## src/rtl/bus_arbiter.sv

```systemverilog
// bus_arbiter: three-master to one-slave bus arbiter with slave-wait timeout abort.
// Define BUS_ARB_ROUND_ROBIN_EN for rotating priority instead of fixed 0 > 1 > 2.
module bus_arbiter #(
  parameter int TIMEOUT = 16
) (
  input  logic        clk,
  input  logic        rst,
  input  logic [2:0]  m_req_i,
  input  logic [2:0]  m_we_i,
  input  logic [95:0] m_addr_i,
  input  logic [95:0] m_wdata_i,
  output logic [2:0]  m_ack_o,
  output logic [31:0] m_rdata_o,
  output logic        err_o,
  output logic        s_req_o,
  output logic        s_we_o,
  output logic [31:0] s_addr_o,
  output logic [31:0] s_wdata_o,
  input  logic        s_ack_i,
  input  logic [31:0] s_rdata_i,
  output logic [1:0]  grant_o,
  output logic        busy_o
);
  typedef enum logic {IDLE, BUSY} state_t;
  localparam logic [7:0] LAST_WAIT = 8'(TIMEOUT - 1);
  state_t     r_state;
  logic [7:0] r_cnt;
  logic [2:0] w_elig;
  logic [1:0] w_win;
  logic       w_start;
  logic       w_done;
  assign w_elig = m_req_i & ~m_ack_o;
  // The ack cycle is dead for arbitration, so every transaction takes at least 3 cycles
  assign w_start = r_state == IDLE && ~|m_ack_o && |w_elig;
  assign w_done = r_state == BUSY && (s_ack_i || r_cnt == LAST_WAIT);
`ifdef BUS_ARB_ROUND_ROBIN_EN
  logic [1:0] r_last;
  logic [1:0] w_p0;
  logic [1:0] w_p1;
  logic [1:0] w_p2;
  assign w_p0 = (r_last == 2'd2) ? 2'd0 : r_last + 2'd1;
  assign w_p1 = (w_p0 == 2'd2) ? 2'd0 : w_p0 + 2'd1;
  assign w_p2 = (w_p1 == 2'd2) ? 2'd0 : w_p1 + 2'd1;
  assign w_win = w_elig[w_p0] ? w_p0 : w_elig[w_p1] ? w_p1 : w_p2;
  always_ff @(posedge clk or negedge rst) begin
    if (!rst) r_last <= 2'd2;
    else if (w_done) r_last <= grant_o;
  end
`else
  assign w_win = w_elig[0] ? 2'd0 : w_elig[1] ? 2'd1 : 2'd2;
`endif
  always_ff @(posedge clk or negedge rst) begin
    if (!rst) begin
      r_state   <= IDLE;
      r_cnt     <= '0;
      s_req_o   <= 1'b0;
      s_we_o    <= 1'b0;
      s_addr_o  <= '0;
      s_wdata_o <= '0;
      m_ack_o   <= '0;
      m_rdata_o <= '0;
      err_o     <= 1'b0;
      grant_o   <= '0;
      busy_o    <= 1'b0;
    end else begin
      m_ack_o   <= '0;
      m_rdata_o <= '0;
      err_o     <= 1'b0;
      if (w_start) begin
        r_state   <= BUSY;
        busy_o    <= 1'b1;
        s_req_o   <= 1'b1;
        s_we_o    <= m_we_i[w_win];
        s_addr_o  <= m_addr_i[{w_win, 5'd0} +: 32];
        s_wdata_o <= m_wdata_i[{w_win, 5'd0} +: 32];
        grant_o   <= w_win;
        r_cnt     <= '0;
      end else if (w_done) begin
        r_state   <= IDLE;
        busy_o    <= 1'b0;
        s_req_o   <= 1'b0;
        m_ack_o   <= 3'b001 << grant_o;
        err_o     <= ~s_ack_i;
        m_rdata_o <= (s_ack_i && !s_we_o) ? s_rdata_i : '0;
      end else if (r_state == BUSY) begin
        r_cnt <= r_cnt + 8'd1;
      end
    end
  end
endmodule

```

## config.mk

```make
export PLATFORM = sky130hd
export DESIGN_NAME = bus_arbiter
export DESIGN_NICKNAME = d
export VERILOG_FILES = /design/src/rtl/bus_arbiter.sv
export SDC_FILE = /design/constraint.sdc
export NUM_CORES = 1
export LEC_CHECK = 0
export ABC_AREA = 1
export BUFFER_PORTS_ARGS = -buffer_cell sky130_fd_sc_hd__buf_4
export CAP_MARGIN = 20
export CORE_AREA = 4 4 128 130
export DETAILED_ROUTE_END_ITERATION = 8
export DIE_AREA = 0 0 132 134
export HOLD_SLACK_MARGIN = 0.12
export MAX_ROUTING_LAYER = met4
export PLACE_DENSITY = 0.73
export SYNTH_ARGS = -nofsm -noshare
export SYNTH_HDL_FRONTEND = slang
export SYNTH_SLANG_ARGS = --single-unit
```

## constraint.sdc

```tcl
create_clock -name clk -period 3.4 [get_ports clk]
set_input_delay 0.17 -clock clk [delete_from_list [all_inputs] [get_ports clk]]
set_output_delay 0.17 -clock clk [all_outputs]
set_load 0.005 [all_outputs]
```

Word-level counts from Yosys, hierarchy flattened
Index checks and enable logic that the tools add are counted.

Bits in registers: 112. Bits in latches: 0. RAM bits: 0. Memory bits (read-only): 0. Bits of input ports: 233. Output and inout bits: 105. Word-level logic and storage cells: 48. Memories: 0.

Add/subtract/negate cells: 1. $mul: 0. Divide/modulo/power cells: 0. Order comparisons: 1. Equality and inequality tests: 2. Shifts and indexed selects: 3. Muxes and demuxes: 16. Bitwise logic cells: 4. Reduce and logical (&&, ||, !) cells: 12.

Operators with widths (count): $shiftx A96 B8 Y32 (2); $mux W32 (3); $mux W8 (3); $add A8 B1 Y8 const B (1); $eq A8 B4 Y1 const B (1); $mux W3 (2); $reduce_or A3 Y1 (2); $mux W1 (5); $logic_and A1 B1 Y1 (4); $mux W2 (2); $reduce_bool A2 Y1 (2); $and A3 B3 Y3 (1); $lt A2 B3 Y1 const B (1); $not A3 Y3 (1); $shl A1 B2 Y3 const A (1); $bmux W1 S2 (1); $logic_not A1 Y1 (2); $ne A2 B2 Y1 const B (1); $not A1 Y1 (2); $reduce_and A2 Y1 (1); $logic_or A1 B1 Y1 (1).

Logic depth before layout (Yosys ltp)
Word-level depth: 6. Mapped depth: 10. Mapped depth without buffers: 9.

Worst setup path after synthesis
OpenSTA, ideal clock, no wires.

Path kind: flip-flop to flip-flop. From: reg r_cnt[0]. To: reg m_rdata_o[29]. Library setup time: 0.063 ns. Data arrival time: 1.300 ns. Data required time: 3.337 ns. Path slack: 2.037 ns. Cell stages (with the launch flop): 9. Cells stage by stage: dfrtp_1 ha_1 nand3_2 nor2_2 nor2_4 nor2_8 buf_8 nand3_1 inv_1.

Cells in the longest elaborated chain, start to end: 5.

Ends and longest elaborated chain: from (decl) (line 27) `logic [7:0] r_cnt;`; from (signal assigned) (line 86) `r_cnt <= r_cnt + 8'd1;`; $eq A8 B4 Y1 (line 35) `assign w_done = r_state == BUSY && (s_ack_i || r_cnt == LAST_WAIT);`; $logic_or A1 B1 Y1 (line 35); $logic_and A1 B1 Y1 (line 35); $mux W32 (line 78) `end else if (w_done) begin`; $mux W32 (line 69) `if (w_start) begin`; to (signal assigned) (line 84) `m_rdata_o <= (s_ack_i && !s_we_o) ? s_rdata_i : '0;`; to (decl) (line 13) `output logic [31:0] m_rdata_o,`.

Every way passes these cells. A chain may end at the register's enable or synchronous reset.

Worst setup path after layout
From: reg m_ack_o[0]. To: reg s_wdata_o[5].

Cells in the longest elaborated chain, start to end: 4. Elaborated cells on any way between the ends: 9. Classes of those cells: 1 x shift; 1 x mux; 2 x bitwise; 5 x reduce/logical.

Ends and longest elaborated chain: from (decl) (line 12) `output logic [2:0] m_ack_o,`; from (signal assigned) (line 82) `m_ack_o <= 3'b001 << grant_o;`; $not A3 Y3 / $reduce_or A3 Y1 (equally long branches) (line 32, 34); $and A3 B3 Y3 / $logic_not A1 Y1 (equally long branches) (line 32, 34); $mux W2, or another cell as far along (line 50) `assign w_win = w_elig[0] ? 2'd0 : w_elig[1] ? 2'd1 : 2'd2;`; $shiftx A96 B8 Y32 / $logic_and A1 B1 Y1 (equally long branches) (line 75, 34); to (signal assigned) (line 75) `s_wdata_o <= m_wdata_i[{w_win, 5'd0} +: 32];`; to (decl) (line 18) `output logic [31:0] s_wdata_o,`.

Parallel ways exist; a longest one is shown, timed or not.

==> results.txt <==
- Outcome: complete, no violations
* Global-route wire length before repair: 35,110 µm
* Number of warnings reported in the yosys synthesis log: 0
* Leading area contributor after synthesis: dfrtp_1
- Once detailed placement completed, the half-perimeter wirelength came to 15,640 µm.
- Sink count of the clock tree: 112
* Crit path launch type: register
- Number of iterations in the first detailed-routing pass: 5
- Aggregate global-route resource usage: 25.47%
* Critical path peak fanout: 62
- Worst voltage drop across the vdd grid: 0.3840 mV
* Remaining max-slew budget at the tightest pin: 40.96%
- Wire length after detailed routing: 22,080 µm
- After layout, the worst path uses 81.24% of the clock period.
* H-Tree Level Count: 3
- Achievable Freq: 362.0 MHz
* CP required: 3690 ps
- Once detail routing completed, the nets flagged for antenna violations numbered 0.
- The critical path starts at m_ack_o[0].
- Share of post-route cells with drive strength above 1: 37.36%
* Launch point of the worst reg-to-reg path: m_ack_o[0]
* Hold violation count in the final report: 0
- Clock-pin slew was measured on the worst setup and hold paths at 80 ps.
- Endpoint kind of the worst setup timing path: register
- Averaged over all synthesized cells, the footprint is 7.664 µm².
- Post-CTS timing repair inserted 0 buffers for setup.
* Total congestion overflow: 0
- The number of slew-limit violations in the final report is 0.
* Total power: 0.005940 W
- Cells fill 62.28% of the core in the end.
- Clock insertion delay at the later pin of the skew report: 350 ps
- Power spread over the standard cell area amounts to 629.7 nW/µm².
- Post-synth design cell area: 6047 µm²
* Mean routed wirelength per cell: 16.49 µm
- In this run the static leakage power is 5.272 nW.
- At the pin with the least slew margin, the transition time is 885.7 ps.
- Sum of negative setup slack: 0 ps
* Horizontal die dimension: 132 µm
- Antenna Cells: 0
* Synth top area cells: dfrtp_1 46%, nand3_1 18%, nand2_1 15%
- Fin nets: 1,380
- The floorplan step defined a die boundary enclosing 17,690 µm².
- Routability-driven placement finished with a final weighted congestion of 0.8842.
- Syn_nets: 1,023
* Max Buffers Root-to-Sink: 2
- In this run, CTS created clock tree buffers numbering 9.
* Setup repair after global routing missed its margin: no
- Setup violations remaining at the end of the flow were counted as 0.
- Antenna violations before repair: 0
* Worst Min Path Start: m_addr_i[87]
* Min-Delay Path Class: in2reg
- Area growth from synthesis to final layout: 55.99%
- Die boundary height: 134 µm
- Cts hold-fix bufs: 54
- Counting distinct cell types in the post-synthesis netlist gives 28.
- The core region is 15,150 µm².
- Number of design-rule violations left by the first detailed-router iteration: 372
- After synthesis the netlist holds a flip-flop and latch count of 112.
- After technology mapping, the gate count stands at 789.
* Start-to-end type of the worst setup path: reg2reg
- Final critical-path required period: 2762 ps
- Sequential fraction of the synthesis area: 46.35%
* Cell Rows: 45
- Using the TritonRoute via totals, the vias-per-cell ratio works out to 4.970.
* Initial Utilization: 39.93%
- The via count of the first global-routing pass came to 6,813.
- Once the clock tree was built, the resizer swapped 0 gates to a different size.
* Buffers added on ports: 337
- Via count of the routed design: 6,655
- Before CTS, the worst setup slack after placement is 1164 ps.
* I/O pin total: 338
- Post-detailed-route DRC marker count: 0
- The clock arrives with 7.526 ps of skew.
- TritonCTS built the clock tree.
- Arrival time of data at the critical path endpoint: 3050 ps
- Fraction of synthesized cell area taken by the top area cell type: 46.35%
* Final WS setup: 637.9 ps
* Clock tree root buffer cell: clkbuf_16
- Across the run, the number of max-cap violations was 0.
- Entering global routing, the biggest net connects 90 pins.
-- synthesized netlist by cell type, drive strengths merged --
cell type  instances
or2               61
nand3            233
dfrtp            112
nor2              23
inv               48
clkbuf            27
nand3b             1
nand2            245
ha                 1
xor2               3
o21bai             1
o21ai              3
nand4              1
nor3               2
buf               28
-- state kept, by name, indices dropped and copies added, names as in the netlist --
signal / count
s_we_o: 1
m_rdata_o: 32
grant_o: 2
s_wdata_o: 32
s_addr_o: 32
m_ack_o: 3
r_state: 1
r_cnt: 8
err_o: 1
-- power breakdown --
part,total [W],internal (W),leakage [nW],switching (W)
Sequential,0.00211,0.00180,1.44,0.000305
Combinational,0.00279,0.00128,3.69,0.00151
Clock,0.00104,0.000514,0.140,0.000528
Total,0.00594,0.00359,5.27,0.00235
-- cell usage in the layout (no fill, tap or decap), types with 2 or more instances in the layout --
cell / Yosys / routed
buf_12: 0 / 2
nor2_1: 19 / 18
nand2_2: 3 / 3
clkbuf_16: 0 / 9
dlygate4sd3_1: 0 / 54
dfrtp_1: 112 / 112
buf_4: 6 / 345
nor2_4: 2 / 2
inv_2: 4 / 4
nor3_1: 2 / 2
inv_1: 43 / 43
nand3_2: 10 / 10
inv_8: 0 / 2
or2_1: 19 / 19
xor2_1: 3 / 3
nand2_1: 240 / 239
nand3_1: 223 / 223
or2_2: 41 / 41
inv_6: 0 / 2
nor2_2: 1 / 2
o21ai_0: 3 / 3
nand2_4: 2 / 3
-- logic make-up (layout without fill, tap and decap cells) --
kind of cell | count (synthesis) | after routing | synth area share (%)
AO/OA/AOI/OAI | 4 | 4 | 0.3724
XOR/XNOR | 3 | 3 | 0.4346
adder cells (fa/ha/maj) | 1 | 1 | 0.2069
buffers and inverters | 103 | 465 | 8.256
flip-flops | 112 | 112 | 46.35
AND/OR/NAND/NOR | 566 | 566 | 44.38
-- area by class of cell --
class	instances	area [µm²]
inverters	48	182.7
multi-input cells	574	2755
fillers	1333	5713
flip-flops and latches	112	2803
well taps	188	235.2
clock buffers	9	225.2
clock inverters	7	61.31
repair buffers	401	3171
-- per-layer routing --
metal,wire [µm],vias up,GRT usage [%]
met5,0,-,-
met4,748,0,9.977
met3,1499,45,5.026
met2,11040,300,42.65
met1,8793,3074,30.45
li1,-,3236,-
-- final timing paths --
kind | endpoint | slack [ps] | depth (start not counted)
hold / removal | s_addr_o[23] | 130 | 4
setup reg to reg | s_wdata_o[5] | 640 | 11
min in group asynchronous | s_addr_o[8] | 500 | 2
max in group asynchronous | s_addr_o[18] | 2120 | 3
hold reg to reg | s_wdata_o[6] | 480 | 2
setup / recovery | s_wdata_o[5] | 640 | 11
-- metrics by stage --
step	hold WS (ps)	instance area, µm²	instances
floorplan	-125.6	6047	789
detailed placement	336.7	8606	1269
CTS	120.7	9433	1339
finish	132.4	9433	1339
global route	137.1	9433	1339
global placement	345.4	8606	1269
-- worst max-delay path, stage by stage (launching register included) --
cell and delay (ps):
dfrtp_1 380, inv_2 60, nand2_4 70, buf_4 570, nand2_2 290, buf_4 340
inv_1 190, nand2_1 70, nand3_1 60, dlygate4sd3_1 540, nand2_1 50, nand2_1 50
(Power assumes the default switching activity.)
